## config.mk

```make
export PLATFORM = sky130hd
export DESIGN_NAME = simd_accumulate
export DESIGN_NICKNAME = d
export VERILOG_FILES = /design/src/rtl/simd_pkg.sv /design/src/rtl/simd_lane_adder.sv /design/src/rtl/simd_accumulate.sv
export SDC_FILE = /design/constraint.sdc
export NUM_CORES = 1
export LEC_CHECK = 0
export BUFFER_PORTS_ARGS = -buffer_cell sky130_fd_sc_hd__clkbuf_2
export CAP_MARGIN = 25
export CORE_AREA = 2 2 95 97
export CTS_CLUSTER_SIZE = 25
export DETAILED_ROUTE_END_ITERATION = 8
export DIE_AREA = 0 0 97 99
export GPL_ROUTABILITY_DRIVEN = 0
export PLACE_DENSITY_LB_ADDON = 0.15
export REMOVE_ABC_BUFFERS = 1
export SYNTH_ARGS = -nofsm -noshare
export SYNTH_HDL_FRONTEND = slang
export SYNTH_SLANG_ARGS = --single-unit
```

## constraint.sdc

```tcl
create_clock -name clk -period 12.6 [get_ports clk]
set_clock_uncertainty 0.15 [all_clocks]
set_input_delay 1.26 -clock clk [delete_from_list [all_inputs] [get_ports clk]]
set_output_delay 1.26 -clock clk [all_outputs]
set_load 0.03 [all_outputs]
```

## src/rtl/simd_pkg.sv

```systemverilog
// Shared definitions for the SIMD datapath: lane modes, lane masks, saturation
// values and the accumulator FSM encoding.
package simd_pkg;

  typedef enum logic [1:0] {MODE_Q, MODE_O, MODE_H} mode_t;

  typedef enum logic [1:0] {S_IDLE, S_ACC, S_DONE} state_t;

  localparam logic [3:0]  SAT_Q = 4'hF;
  localparam logic [7:0]  SAT_O = 8'hFF;
  localparam logic [15:0] SAT_H = 16'hFFFF;

  localparam logic [15:0] LANE_MASK_Q = {12'h000, SAT_Q};
  localparam logic [15:0] LANE_MASK_O = {8'h00, SAT_O};
  localparam logic [15:0] LANE_MASK_H = SAT_H;

  // H wins over O, O over Q; no bit set falls back to quad lanes.
  function automatic mode_t decode_mode(input logic h, input logic o, input logic q);
    casez ({h, o, q})
      3'b1??:  return MODE_H;
      3'b01?:  return MODE_O;
      default: return MODE_Q;
    endcase
  endfunction

  function automatic logic [15:0] lane_mask(input mode_t mode);
    case (mode)
      MODE_H:  return LANE_MASK_H;
      MODE_O:  return LANE_MASK_O;
      default: return LANE_MASK_Q;
    endcase
  endfunction

  function automatic int lane_width(input mode_t mode);
    case (mode)
      MODE_H:  return 16;
      MODE_O:  return 8;
      default: return 4;
    endcase
  endfunction

endpackage

```

## src/rtl/simd_lane_adder.sv

```systemverilog
// Combinational lane-split adder: four 4-bit slices whose inter-slice carries
// are gated by the lane mode, with optional per-lane saturation.
module simd_lane_adder
  import simd_pkg::*;
(
  input  logic [15:0] a,
  input  logic [15:0] b,
  input  mode_t       mode,
  input  logic        sat_en,
  output logic [15:0] sum,
  output logic [3:0]  lane_ovf
);

  logic [3:0]  link;
  logic [3:0]  cout;
  logic [15:0] raw;
  logic [15:0] sat_fill;

  // link[i] lets slice i-1's carry into slice i; lane boundaries break it
  always_comb begin
    case (mode)
      MODE_H:  link = 4'b1110;
      MODE_O:  link = 4'b1010;
      default: link = 4'b0000;
    endcase
  end

  always_comb begin
    logic c;
    raw  = '0;
    cout = '0;
    c    = 1'b0;
    for (int i = 0; i < 4; i++) begin
      {cout[i], raw[i*4 +: 4]} = {1'b0, a[i*4 +: 4]} + {1'b0, b[i*4 +: 4]} + {4'b0, c & link[i]};
      c = cout[i];
    end
  end

  always_comb begin
    case (mode)
      MODE_H:  lane_ovf = {3'b000, cout[3]};
      MODE_O:  lane_ovf = {2'b00, cout[3], cout[1]};
      default: lane_ovf = cout;
    endcase
  end

  always_comb begin
    sat_fill = '0;
    for (int l = 0; l < 4; l++)
      if (lane_ovf[l]) sat_fill = sat_fill | (lane_mask(mode) << (l * lane_width(mode)));
    sum = sat_en ? (raw | sat_fill) : raw;
  end

endmodule

```

## src/rtl/simd_accumulate.sv

```systemverilog
// Per-lane accumulator over a group of product beats, with a valid/ready
// result port toward writeback.
//
// state  | meaning
// S_IDLE | waiting for the first beat of a group
// S_ACC  | summing further beats into acc
// S_DONE | result held on out_*, waiting for out_ready
module simd_accumulate
  import simd_pkg::*;
#(
  parameter int MAX_LEN = 16
) (
  input  logic        clk,
  input  logic        rst_n,
  input  logic        in_valid,
  output logic        in_ready,
  input  logic [15:0] in_data,
  input  logic        in_h,
  input  logic        in_o,
  input  logic        in_q,
  input  logic        in_last,
  input  logic        sat_en,
  output logic        out_valid,
  input  logic        out_ready,
  output logic [15:0] out_data,
  output logic [3:0]  out_ovf,
  output logic        out_len_err,
  output logic        busy
);

  localparam int CW = $clog2(MAX_LEN + 1);

  state_t         state, state_nxt;
  mode_t          mode_r;
  logic           sat_r;
  logic [15:0]    acc;
  logic [3:0]     ovf;
  logic           len_err;
  logic [CW-1:0]  cnt_rem;
  logic [15:0]    sum;
  logic [3:0]     lane_ovf;
  logic           cnt_tc;

  simd_lane_adder u_adder (
    .a        (acc),
    .b        (in_data),
    .mode     (mode_r),
    .sat_en   (sat_r),
    .sum      (sum),
    .lane_ovf (lane_ovf)
  );

  assign out_data    = acc;
  assign out_ovf     = ovf;
  assign out_len_err = len_err;
  // beats remaining before the group is forced closed
  assign cnt_tc      = (cnt_rem <= CW'(1));

  always_comb begin
    state_nxt = state;
    in_ready  = 1'b0;
    out_valid = 1'b0;
    busy      = (state != S_IDLE);
    case (state)
      S_IDLE: begin
        in_ready = 1'b1;
        if (in_valid) state_nxt = in_last ? S_DONE : S_ACC;
      end
      S_ACC: begin
        in_ready = 1'b1;
        if (in_valid && (in_last || cnt_tc)) state_nxt = S_DONE;
      end
      S_DONE: begin
        out_valid = 1'b1;
        if (out_ready) state_nxt = S_IDLE;
      end
      default: state_nxt = S_IDLE;
    endcase
  end

  always_ff @(posedge clk or negedge rst_n) begin
    if (!rst_n) begin
      state   <= S_IDLE;
      mode_r  <= MODE_Q;
      sat_r   <= 1'b0;
      acc     <= '0;
      ovf     <= '0;
      len_err <= 1'b0;
      cnt_rem <= '0;
    end else begin
      state <= state_nxt;
      case (state)
        S_IDLE: if (in_valid) begin
          mode_r  <= decode_mode(in_h, in_o, in_q);
          sat_r   <= sat_en;
          acc     <= in_data;
          ovf     <= '0;
          len_err <= 1'b0;
          cnt_rem <= CW'(MAX_LEN - 1);
        end
        S_ACC: if (in_valid) begin
          acc     <= sum;
          ovf     <= ovf | lane_ovf;
          cnt_rem <= cnt_rem - CW'(1);
          if (!in_last && cnt_tc) len_err <= 1'b1;
        end
        S_DONE: if (out_ready) begin
          acc     <= '0;
          ovf     <= '0;
          len_err <= 1'b0;
          cnt_rem <= '0;
        end
        default: ;
      endcase
    end
  end

endmodule

```

Word-level counts from Yosys, hierarchy flattened. Index checks and enable logic that the tools add are counted.

$add $sub $neg: 8. $mul: 1. $lt $le $gt $ge: 1. Equal/unequal tests: 10. Shift operators: 3. Muxes and demuxes: 40. Bitwise operators: 8. Reduce and logical (&&, ||, !) cells: 12.

Operator list (number): $mux 16 (11); $shl 16x32->16 (3); $mux 32 (2); $or 16x16->16 (4); $pmux 16 s3 (1); $mul 3x32->32 const A (1); $pmux 16 s2 (1); $mux 31 (1); $add 4x4->5 (4); $pmux 4 s2 (2); $add 5x1->5 (3); $mux 5 (3); $pmux 5 s3 (1); $mux 4 (3); $pmux 4 s3 (1); $ne 2x2->1 const B (5); $pmux 5 s2 (1); $mux 2 (4); $eq 2x1->1 const B (3); $mux 1 (6); $pmux 2 s3 (1); $le 5x1->1 const B (1); $reduce_and 5->1 (1); $sub 5x1->5 const B (1); other kinds (15) (19).

Register bits after elaboration: 31. Bits of input ports: 25. Logic and storage cells: 90.

Depth between registers and ports, before layout.
Depth in word-level cells: 21. Mapped depth: 25. Mapped depth without buffers: 25.

Cells and area by module. From an unflattened synthesis, not the netlist that was laid out.

Cell total of the unflattened synthesis: 263. Area total of the unflattened synthesis: 2342.2 µm².

By module, submodules not included: simd_accumulate (times used 1, cells each 165, area an instance 1508.9 µm², sequential area each 775.7 µm²); simd_lane_adder (times used 1, cells each 98, area an instance 833.3 µm², sequential area each 0.0 µm²).

Worst setup path after synthesis. Ideal clock, no wire load.

Path kind: input-to-reg. Start point: input in_data[0]. End point: register acc[1], in the netlist out_data[1]. Setup time: 87 ps. Arrival time: 6390 ps. Data required time: 12363 ps. Setup slack: 5973 ps. Cell stages on the path: 25. Cell sequence: ha_1 inv_1 fa_1 nand2b_1 a21oi_1 nand2_1 fa_1 fa_1 nand2b_2 a21oi_2 and2_2 fa_1 inv_1 fa_1 nand2b_1 a21oi_1 nand2_1 fa_1 fa_1 nand2b_2 a21oi_2 o21ai_2 a31oi_4 o21ai_1 a22oi_1.

Cells in the longest elaborated chain, start to end: 19.

Ends and longest elaborated chain: start: declaration (RTL line simd_accumulate.sv:17) `input logic [15:0] in_data,`; $add 4x4->5 (*) (RTL line simd_lane_adder.sv:34) `{cout[i], raw[i*4 +: 4]} = {1'b0, a[i*4 +: 4]} + {1'b0, b[i*4 +: 4]} + {4'b0, c & link[i]};`; $and 1x1->1 (RTL line simd_lane_adder.sv:34); $add 5x1->5 (RTL line simd_lane_adder.sv:34); $and 1x1->1 (RTL line simd_lane_adder.sv:34); $add 5x1->5 (RTL line simd_lane_adder.sv:34); $and 1x1->1 (RTL line simd_lane_adder.sv:34); $add 5x1->5 (RTL line simd_lane_adder.sv:34); $pmux 4 s2 (RTL line simd_lane_adder.sv:40) `case (mode)`; [... 3 more ...]; $or 16x16->16 (RTL line simd_lane_adder.sv:50) `if (lane_ovf[l]) sat_fill = sat_fill | (lane_mask(mode) << (l * lane_width(mode)));`; $mux 16 (RTL line simd_lane_adder.sv:50); $or 16x16->16 (RTL line simd_lane_adder.sv:50); $mux 16 (RTL line simd_lane_adder.sv:50); $or 16x16->16 (RTL line simd_lane_adder.sv:51) `sum = sat_en ? (raw | sat_fill) : raw;`; $mux 16 (*) (RTL line simd_lane_adder.sv:51); $mux 16 (*) (RTL line simd_accumulate.sv:101) `S_ACC: if (in_valid) begin`; $pmux 16 s3 (*) (RTL line simd_accumulate.sv:92) `case (state)`; end signal: assignment (RTL line simd_accumulate.sv:96) `acc <= in_data;`; end signal: assignment (RTL line simd_accumulate.sv:102) `acc <= sum;`; end: declaration (RTL line simd_accumulate.sv:36) `logic [15:0] acc;`.

Mark *: on every way between the ends. The rest lies on a longest branch, timed or not. The select of a mux whose other input is x is not followed. A chain may end at the register's enable or synchronous reset.

Final worst setup path.
Start point: input in_data[0]. End point: register acc[14], in the netlist out_data[14].

The elaborated chain is that of the path after synthesis.

==> results_dict.tcl <==
set metrics [dict create \
    cap_violations 0 \
    drt_iter0_drc 59 \
    post-route-period-util_pct 57.50 \
    synthesis.instances 279 \
    fp.dieW_um 97 \
    floorplan.die_area_um2 9603 \
    criticalPathCategory "in2reg" \
    final.fill_count 923 \
    final-seq-area_um2 775.7 \
    final_layout_size_suffix_gt1_share_pct 23.78 \
    arrival_ns 7.30 \
    worst-path-max-fanout 6 \
    first_pass_iters 4 \
    relSlewSlack_pct 41.86 \
    track_usage_pct 13.56 \
    cts_hold_buffers 0 \
    crit_path_start_kind "input port" \
    routed_wl_um 6114 \
    cts_buffer_depth 2 \
    grt_max_degree 32 \
    vias 2092 \
    nets 380 \
    rsz0062_at_grt "no" \
    total_power_uw 826.2 \
    htreeDepth 2 \
    cpMostUsedCell "fa_1" \
    place_area_um2 2766 \
    max_stage_delay_ns 0.42 \
    synth_top_area_share_pct 32.24 \
    status "finished clean" \
    yosysUniqueCellTypes 47 \
    yosysSeqAreaShare_pct 32.24 \
    finalSetupTns_ns 0 \
    final_cell_area_um2 2884 \
    avgSynthCellArea_um2 8.624 \
    clkTransAtPathRegs_ns 0.07 \
    antenna_found_initial 0 \
    critPathCaptureType "flip-flop" \
    worstSkewPairLatency_ns 0.29 \
    yosysWarnings 0 \
    critPathRequiredTime_ns 12.65 \
    timing.fmax_mhz 138.0 \
    io_pins 49 \
    drc_errors 0 \
    min_from "out_data[4]" \
    rows 34 \
    r2r_start "out_data[0]" \
    slowest_stage "fa_1" \
    grt_pass1_vias 2076 \
    tightest_slew_ns 0.8720 \
    initial_core_util_pct 28.14 \
    area_growth_pct 19.86 \
    grt_pass1_wl_um 10510 \
    ir_worst_vdd_uv 91.92 \
    hpwl_um 4583 \
    multi_input_area_um2 1469 \
    p_leak_nw 1.390 \
    period_needed_ns 7.245 \
    clockRootBuffer "clkbuf_8" \
    antenna_left 0 \
    hold_viol_final 0 \
    setup_viol 0 \
    numCtsBuffers 5 \
    die_y_um 99 \
    routedWlPerCell_um 14.02 \
    final-max-slew-violation-count 0 \
    post_cts_buffers 0 \
    synth_area_leaders "dfrtp_1 32%, ha_1 11%, a21oi_1 8.3%" \
    power_density_nw_per_um2 286.5 \
    ys_ff_latch 31 \
    hold_path_class "reg2reg" \
    synth_top_area_cell "dfrtp_1" \
    cts_tree "built" \
    cts_resized 0 \
    cts.sinks 31 \
    core_area_um2 8551 \
    grt_overflow_total 0 \
    syn-cell-area_um2 2406 \
    antennaDiodeCount 0 \
    port_buffers 47 \
    viasPerCell 4.798 \
    crit_start "in_data[0]" \
]
## where the power goes
| group | total [mW] | internal, mW | switching [mW] |
|---|---|---|---|
| registers | 0.180 | 0.143 | 0.0377 |
| logic | 0.539 | 0.200 | 0.339 |
| clock network | 0.107 | 0.0641 | 0.0429 |
| total | 0.826 | 0.406 | 0.420 |
## layout by cell type (no fill, tap or decap), drive strengths merged, types with 2 or more instances in the layout
master and count:
clkbuf 53, a21oi 43, dfrtp 31, inv 31, nor2 31, o21ai 23
ha 21, nand2 20, a21o 9, fa 7, nand2b 7, a31oi 7
a211oi 5, xor2 4, xnor2 3, a22oi 3, nor3 3, nand3 3
o22ai 3, a211o 2, mux2 2, buf 2
## area by class of cell
cell class | instances | share of cell area, %
Inverter | 31 | 4.035
Sequential cell | 31 | 26.90
Clock inverter | 2 | 1.215
Clock buffer | 6 | 2.863
Tap cell | 108 | 4.685
Multi-Input combinational cell | 209 | 50.93
Timing Repair Buffer | 49 | 9.371
## cells by family after synthesis
logic type | count (synthesis) | synth area share [%]
buffers and inverters | 39 | 6.708
xor gates and xnor gates | 7 | 2.548
DFF | 31 | 32.24
adders and majority gates | 28 | 16.74
and+or+nand+nor | 69 | 13.42
AOI/OAI and AO/OA | 103 | 27.41
muxes | 2 | 0.9360
## flip-flops by register name, summed over array words and instances, names as in the netlist
signal	count
cnt_rem	5
mode_r	2
out_data	16
out_len_err	1
out_ovf	4
sat_r	1
state	2
## worst max-delay path, delay by kind of cell
kind	cells	cell delay, ns
adder cells (fa/ha/maj)	8	2.74
AO/OA/AOI/OAI	7	1.66
AND/OR/NAND/NOR	8	1.44
buffers and inverters	3	0.21
## Yosys cell counts (all sizes together)
cell type / count
a211o: 2
a211oi: 5
a21o: 9
a21oi: 43
a221o: 1
a22oi: 3
a31oi: 7
a32o: 1
a32oi: 1
a41oi: 1
and2: 1
and3: 1
buf: 7
clkbuf: 1
dfrtp: 31
fa: 7
ha: 21
inv: 31
mux2: 2
nand2: 20
nand2b: 7
nand3: 3
nor2: 31
nor2b: 1
nor3: 3
o211ai: 1
o21ai: 23
o21bai: 1
o221ai: 1
o22ai: 3
o31ai: 1
or2: 1
or3: 1
xnor2: 3
xor2: 4
## layer usage
layer	part of all wire (%)	global-route usage [%]	up-vias
li1	-	-	1067
met1	47	17.54	988
met2	49	23.08	33
met3	3.3	3.121	4
met4	0.79	3.250	0
met5	0	0	-
## metrics by stage
| step | utilization, % | setup slack [ns] | instances | hold WS (ns) |
|---|---|---|---|---|
| floorplan | - | 5.970 | 271 | 0.3277 |
| global placement | 32.03 | 5.028 | 427 | 0.3538 |
| detailed placement | 32.35 | 5.052 | 428 | 0.3586 |
| CTS | 33.73 | 5.330 | 436 | 0.3767 |
| global route | 33.73 | 4.920 | 436 | 0.4109 |
| finish | 33.73 | 5.355 | 436 | 0.3716 |
## final timing paths
kind | end | slack, ns | cells past startpoint
setup / recovery | out_data[14] | 5.35 | 26
hold / removal | out_data[4] | 0.37 | 2
setup reg to reg | out_data[14] | 6.04 | 25
hold reg to reg | out_data[4] | 0.37 | 2
max in group asynchronous | out_ovf[3] | 10.82 | 1
min in group asynchronous | out_data[5] | 0.92 | 1
No activity file was read; power rests on OpenSTA's default activity.
